--- src/rtl/rv_regs_pkg.sv ---
// Shared types and constants for the FlexRV32 multi-port register file.
package rv_regs_pkg;

  localparam int XLEN_DEF    = 32;
  localparam int RV32E_NREGS = 16;

  typedef logic [4:0]          reg_idx_t;
  typedef logic [XLEN_DEF-1:0] xlen_t;

  localparam reg_idx_t REG_ZERO = 5'd0;

  // True when an index names a real, writable register for the given
  // register count: x0 is never stored, and RV32E has no x16..x31.
  function automatic logic idx_storable(reg_idx_t idx, int nregs);
    return (idx != REG_ZERO) && !((nregs == RV32E_NREGS) && idx[4]);
  endfunction

endpackage

--- src/rtl/rv_regs_scoreboard.sv ---
// Per-register pending bits for long-latency results, with a busy lookup
// for the read addresses selected this cycle.
module rv_regs_scoreboard
  import rv_regs_pkg::*;
#(
  parameter int NREGS    = 32,
  parameter int RD_PORTS = 2
) (
  input  logic                  clk,
  input  logic                  rst_n,
  input  logic                  pend_set,
  input  logic [4:0]            pend_rd,
  input  logic                  clr_en,
  input  logic [4:0]            clr_rd,
  input  logic [RD_PORTS*5-1:0] rd_idx,
  output logic [RD_PORTS-1:0]   busy
);

  // x0 has no pending bit; out-of-range RV32E indices never match a bit.
  logic [NREGS-1:1] pend;
  logic [NREGS-1:1] pend_next;

  // Clear first, then set, so a newly issued op wins over a same-cycle writeback.
  always_comb begin
    pend_next = pend;
    for (int r = 1; r < NREGS; r++) begin
      if (clr_en && (clr_rd == reg_idx_t'(r)))
        pend_next[r] = 1'b0;
      if (pend_set && (pend_rd == reg_idx_t'(r)))
        pend_next[r] = 1'b1;
    end
  end

  // Busy reflects the state after this cycle's set/clear so a read in the clear cycle sees not-busy.
  always_comb begin
    busy = '0;
    for (int i = 0; i < RD_PORTS; i++) begin
      for (int r = 1; r < NREGS; r++) begin
        if (rd_idx[i*5 +: 5] == reg_idx_t'(r))
          busy[i] = pend_next[r];
      end
    end
  end

  // Pending bit register.
  always_ff @(posedge clk or negedge rst_n) begin
    if (!rst_n)
      pend <= '0;
    else
      pend <= pend_next;
  end

endmodule

--- src/rtl/rv_regs_mp.sv ---
// Multi-port integer register file with registered reads, hold mode,
// write-to-read bypass and a pending scoreboard.
module rv_regs_mp
  import rv_regs_pkg::*;
#(
  parameter int XLEN     = XLEN_DEF,
  parameter int NREGS    = 32,
  parameter int RD_PORTS = 2,
  parameter int WR_PORTS = 2,
  parameter int BYPASS   = 1
) (
  input  logic                     i_clk,
  input  logic                     i_reset_n,
  input  logic                     i_rs_valid,
  input  logic [RD_PORTS*5-1:0]    i_rs,
  input  logic [WR_PORTS-1:0]      i_wr_en,
  input  logic [WR_PORTS*5-1:0]    i_wr_rd,
  input  logic [WR_PORTS*XLEN-1:0] i_wr_data,
  input  logic                     i_pend_set,
  input  logic [4:0]               i_pend_rd,
  output logic [RD_PORTS*XLEN-1:0] o_data,
  output logic [RD_PORTS-1:0]      o_busy,
  output logic                     o_illegal
);

  localparam bit RV32E = (NREGS == RV32E_NREGS);
  localparam int LATE  = WR_PORTS - 1;

  logic [XLEN-1:0]          regs [1:NREGS-1];
  logic [RD_PORTS*5-1:0]    cap_rs;
  logic [RD_PORTS*5-1:0]    sel_rs;
  logic [RD_PORTS*XLEN-1:0] data_next;
  logic [RD_PORTS-1:0]      busy_next;
  logic                     illegal_next;

  // While stalled the captured addresses are re-read so outputs track writebacks.
  always_comb begin
    sel_rs = i_rs_valid ? i_rs : cap_rs;
  end

  // Array lookup, then optional forwarding of this cycle's writes; later ports override earlier ones.
  always_comb begin
    data_next = '0;
    for (int i = 0; i < RD_PORTS; i++) begin
      for (int r = 1; r < NREGS; r++) begin
        if (sel_rs[i*5 +: 5] == reg_idx_t'(r))
          data_next[i*XLEN +: XLEN] = regs[r];
      end
      if (BYPASS != 0) begin
        for (int p = 0; p < WR_PORTS; p++) begin
          if (i_wr_en[p] && (i_wr_rd[p*5 +: 5] == sel_rs[i*5 +: 5]) &&
              idx_storable(sel_rs[i*5 +: 5], NREGS))
            data_next[i*XLEN +: XLEN] = i_wr_data[p*XLEN +: XLEN];
        end
      end
    end
  end

  // Flag any RV32E access that names x16..x31; always quiet for RV32I.
  always_comb begin
    illegal_next = 1'b0;
    if (RV32E) begin
      for (int i = 0; i < RD_PORTS; i++)
        if (i_rs_valid && i_rs[i*5 + 4])
          illegal_next = 1'b1;
      for (int p = 0; p < WR_PORTS; p++)
        if (i_wr_en[p] && i_wr_rd[p*5 + 4])
          illegal_next = 1'b1;
      if (i_pend_set && i_pend_rd[4])
        illegal_next = 1'b1;
    end
  end

  rv_regs_scoreboard #(
    .NREGS    (NREGS),
    .RD_PORTS (RD_PORTS)
  ) u_scoreboard (
    .clk      (i_clk),
    .rst_n    (i_reset_n),
    .pend_set (i_pend_set),
    .pend_rd  (i_pend_rd),
    .clr_en   (i_wr_en[LATE]),
    .clr_rd   (i_wr_rd[LATE*5 +: 5]),
    .rd_idx   (sel_rs),
    .busy     (busy_next)
  );

  // Register array update; iterating ports in order lets the higher port win a conflict.
  always_ff @(posedge i_clk or negedge i_reset_n) begin
    if (!i_reset_n) begin
      for (int r = 1; r < NREGS; r++)
        regs[r] <= '0;
    end else begin
      for (int r = 1; r < NREGS; r++) begin
        for (int p = 0; p < WR_PORTS; p++) begin
          if (i_wr_en[p] && (i_wr_rd[p*5 +: 5] == reg_idx_t'(r)))
            regs[r] <= i_wr_data[p*XLEN +: XLEN];
        end
      end
    end
  end

  // Captured addresses and registered outputs.
  always_ff @(posedge i_clk or negedge i_reset_n) begin
    if (!i_reset_n) begin
      cap_rs    <= '0;
      o_data    <= '0;
      o_busy    <= '0;
      o_illegal <= 1'b0;
    end else begin
      cap_rs    <= sel_rs;
      o_data    <= data_next;
      o_busy    <= busy_next;
      o_illegal <= illegal_next;
    end
  end

endmodule
--- config.mk ---
export PLATFORM = sky130hd
export DESIGN_NAME = rv_regs_mp
export DESIGN_NICKNAME = d
export VERILOG_FILES = /design/src/rtl/rv_regs_pkg.sv /design/src/rtl/rv_regs_scoreboard.sv /design/src/rtl/rv_regs_mp.sv
export SDC_FILE = /design/constraint.sdc
export NUM_CORES = 2
export LEC_CHECK = 0
export CAP_MARGIN = 10
export CELL_PAD_IN_SITES_DETAIL_PLACEMENT = 2
export CELL_PAD_IN_SITES_GLOBAL_PLACEMENT = 2
export CORE_ASPECT_RATIO = 1.4
export CORE_UTILIZATION = 35
export CTS_CLUSTER_DIAMETER = 150
export DETAILED_ROUTE_END_ITERATION = 8
export GPL_ROUTABILITY_DRIVEN = 1
export GPL_TIMING_DRIVEN = 0
export PLACE_DENSITY_LB_ADDON = 0.12
export SYNTH_ARGS = -nofsm -noshare
export SYNTH_HDL_FRONTEND = slang
export SYNTH_SLANG_ARGS = --single-unit
--- constraint.sdc ---
create_clock -name i_clk -period 4.1 [get_ports i_clk]
set_input_delay 1.23 -clock i_clk [delete_from_list [all_inputs] [get_ports i_clk]]
set_output_delay 1.23 -clock i_clk [all_outputs]
set_load 0.1 [all_outputs]
==> impl_metrics.env <==
export IMPL_synth_warnings=0
export IMPL_grt_pass1_vias=77292
export IMPL_multi_input_area_sq_um=38300
export IMPL_drt_iter0_drc=9554
export IMPL_dp_hpwl_mm=385
export IMPL_core_sq_um=189000
export IMPL_root_buffer="clkbuf_16"
export IMPL_via_per_inst=7.07
export IMPL_path_clk_slew_ps=60
export IMPL_synth_area_top_cells="dfrtp_1 (41%), mux2i_1 (15%), a21oi_1 (5.5%)"
export IMPL_power_mw=42.8
export IMPL_die_h_microns=518
export IMPL_fin_crit_sh_pct=111
export IMPL_hp_class="input pin to async pin"
export IMPL_final_cells=10602
export IMPL_cts_tree="done"
export IMPL_numCtsBuffers=143
export IMPL_place_gp_congestion=1.10
export IMPL_grt_overflow_total=0
export IMPL_grt_setup_unrepaired="true"
export IMPL_die_area_sq_um=192000
export IMPL_vdd_ir_drop_worst_v=0.000356
export IMPL_antenna_left=0
export IMPL_ys_seq_area_share_pct=41.3
export IMPL_worstPathArrival_ps=5250
export IMPL_io_buffer_count=87
export IMPL_areaGrowthSynthToFinish_pct=21.8
export IMPL_seqCellArea_sq_um=27500
export IMPL_drv_slew=0
export IMPL_ios=162
export IMPL_violations="design-rule violations, negative setup slack"
export IMPL_drv_cap=0
export IMPL_drc=11
export IMPL_synth_edff_count=0
export IMPL_startpoint_type="input pin"
export IMPL_setup_ws_ps=-465
export IMPL_final_nets=8093
export IMPL_reg2regPathDepth=9
export IMPL_finish_utilization_pct=42.9
export IMPL_grt_use_total_pct=50.4
export IMPL_synth_top_area_share_pct=41.3
export IMPL_ys_ff_latch=1099
export IMPL_post_drt_wl_per_cell_microns=46.6
export IMPL_die_width_microns=371
export IMPL_synth_avg_cell_area_sq_um=8.79
export IMPL_clock_skew_ps=44.4
export IMPL_antenna_found_initial=43
export IMPL_setup_viol=182
export IMPL_drtPass1Iterations=9
export IMPL_syn_nets=7674
export IMPL_n_fill_cell=20549
export IMPL_period_minus_slack_ps=4560
export IMPL_ctsHtreeMaxLevel=4
export IMPL_synthDistinctLibCells=108
export IMPL_wl_mm=494
export IMPL_layout_commonest_cell="dfrtp_1"
export IMPL_clock_sinks=1099
export IMPL_grt_max_degree=155
export IMPL_power_density_nw_per_um2=527
export IMPL_tightestPinTransition_ps=1420
export IMPL_vias=74943
export IMPL_status="finished, violations left"
export IMPL_synth_top_area_cell="dfrtp_1"
export IMPL_worstSetupPathType="input pin to register"
export IMPL_start_util_pct=35.2
export IMPL_final_hold_viol_count=0
export IMPL_whs_ps=322
export IMPL_netlist_area_sq_um=66600
export IMPL_drive_gt1_share_pct=14.2
export IMPL_slew_headroom_pct=5.20
export IMPL_final_cell_mix="dfrtp_1 (1099), mux2i_1 (993), nor2_1 (773)"
export IMPL_end_kind="register"
export IMPL_yosys_most_used_dff="dfrtp_1"
export IMPL_cts_buffer_depth=4
export IMPL_insertion_delay_ps=870
export IMPL_synthArstFlopShare_pct=100
export IMPL_required_ps=4780
export IMPL_dp_cells=10205
export IMPL_syn_inst=7579
export IMPL_grt_pass1_wl_mm=662
export IMPL_rows=189
export IMPL_power_leakage_nw=33.7
export IMPL_cp_max_fo=10
export IMPL_fmax_mhz=219
==> metrics by stage <==
stage | setup TNS (ps) | area, sq um | setup slack, ps
after floorplan | 0 | 66600 | 367
after global placement | - | 70600 | -53580
after detailed placement | -1067260 | 71500 | -4260
after CTS | -1070 | 80300 | -97.5
after global routing | -323 | 81100 | -163
final | -12930 | 81200 | -465
==> Yosys cell counts (43+ instances only) <==
cell / instances
a221oi_1: 76
and3_1: 108
o22ai_1: 302
o211ai_1: 43
mux2i_1: 998
nand2_1: 710
clkbuf_1: 650
buf_1: 136
a32oi_1: 52
dfrtp_1: 1099
o21ai_1: 53
nor2_1: 813
o41ai_1: 45
o22a_1: 61
a21oi_1: 726
a221o_1: 46
a22oi_1: 213
a222oi_1: 114
o221ai_1: 64
buf_2: 79
nand3_1: 61
o21ai_0: 599
==> worst paths after layout <==
check	from	end	slack (ps)
worst max-delay path	i_rs_valid	o_data[31]$_DFF_PN0_	-460
worst min-delay path	i_reset_n	o_data[24]$_DFF_PN0_	320
max in group asynchronous	i_reset_n	regs[969]$_DFFE_PN0P_	530
min in group i_clk	u_scoreboard.pend[15]$_DFF_PN0_	u_scoreboard.pend[15]$_DFF_PN0_	530
worst min register to register	u_scoreboard.pend[15]$_DFF_PN0_	u_scoreboard.pend[15]$_DFF_PN0_	530
worst max register to register	cap_rs[0]$_DFF_PN0_	o_data[31]$_DFF_PN0_	-320
==> cell families (layout without fill, tap and decap cells) <==
| group | Yosys count | after routing | share of synthesized area [%] |
|---|---|---|---|
| multiplexers | 1004 | 1004 | 15.1 |
| buffers and inverters | 931 | 1446 | 5.60 |
| XOR/XNOR | 19 | 19 | 0.250 |
| AO/OA/AOI/OAI | 2609 | 2609 | 25.1 |
| AND/OR/NAND/NOR | 1916 | 1916 | 12.6 |
| other | 1 | 26 | 0.00563 |
| flip-flops | 1099 | 1099 | 41.3 |
==> state kept, by name, indices dropped and copies added (netlist names) <==
signal,cells
regs,992
o_data,64
u_scoreboard.pend,31
cap_rs,10
o_busy,2
==> layer usage <==
layer	vias up	part of all wire [%]	GRT usage [%]
met5	-	0.018	0.202
met4	12	13	52.5
met3	1961	9.2	13.6
li1	28961	-	-
met2	4997	43	74.4
met1	39012	35	56.8
==> area by class of cell <==
cell class	instances	area share, %
clock inverter	34	0.425
clock buffer	207	5.15
multi-input combinational	5549	47.2
inverter	23	0.106
buffer	894	5.44
timing repair buffer	288	3.90
antenna	25	0.0770
sequential	1099	33.9
tap	2483	3.83
==> worst max-delay path, cell delays in order <==
cell and delay (ps):
buf_12 110, buf_12 130, buf_12 130, buf_4 210, nor3b_4 220, nor2_4 320, clkbuf_8 390, nor2_1 300
a211oi_4 350, nand4_1 770, a211oi_4 820, o21ai_2 200
==> where the power goes <==
part | internal, mW | leakage [nW] | switching [mW]
registers | 13.7 | 13.4 | 3.56
clock network | 7.44 | 2.24 | 5.65
logic | 3.97 | 18.0 | 8.46
total | 25.2 | 33.7 | 17.7
==> what timing repair did <==
| item | CTS | global route |
|---|---|---|
| setup endpoints to repair | 400 | 562 |
| buffers inserted | 109 | 31 |
| hold buffers | 0 | 0 |
| pin swaps | 71 | 37 |
| gates resized for setup | 777 | 189 |
| gates cloned | 0 | 2 |
(Power assumes the default switching activity.)
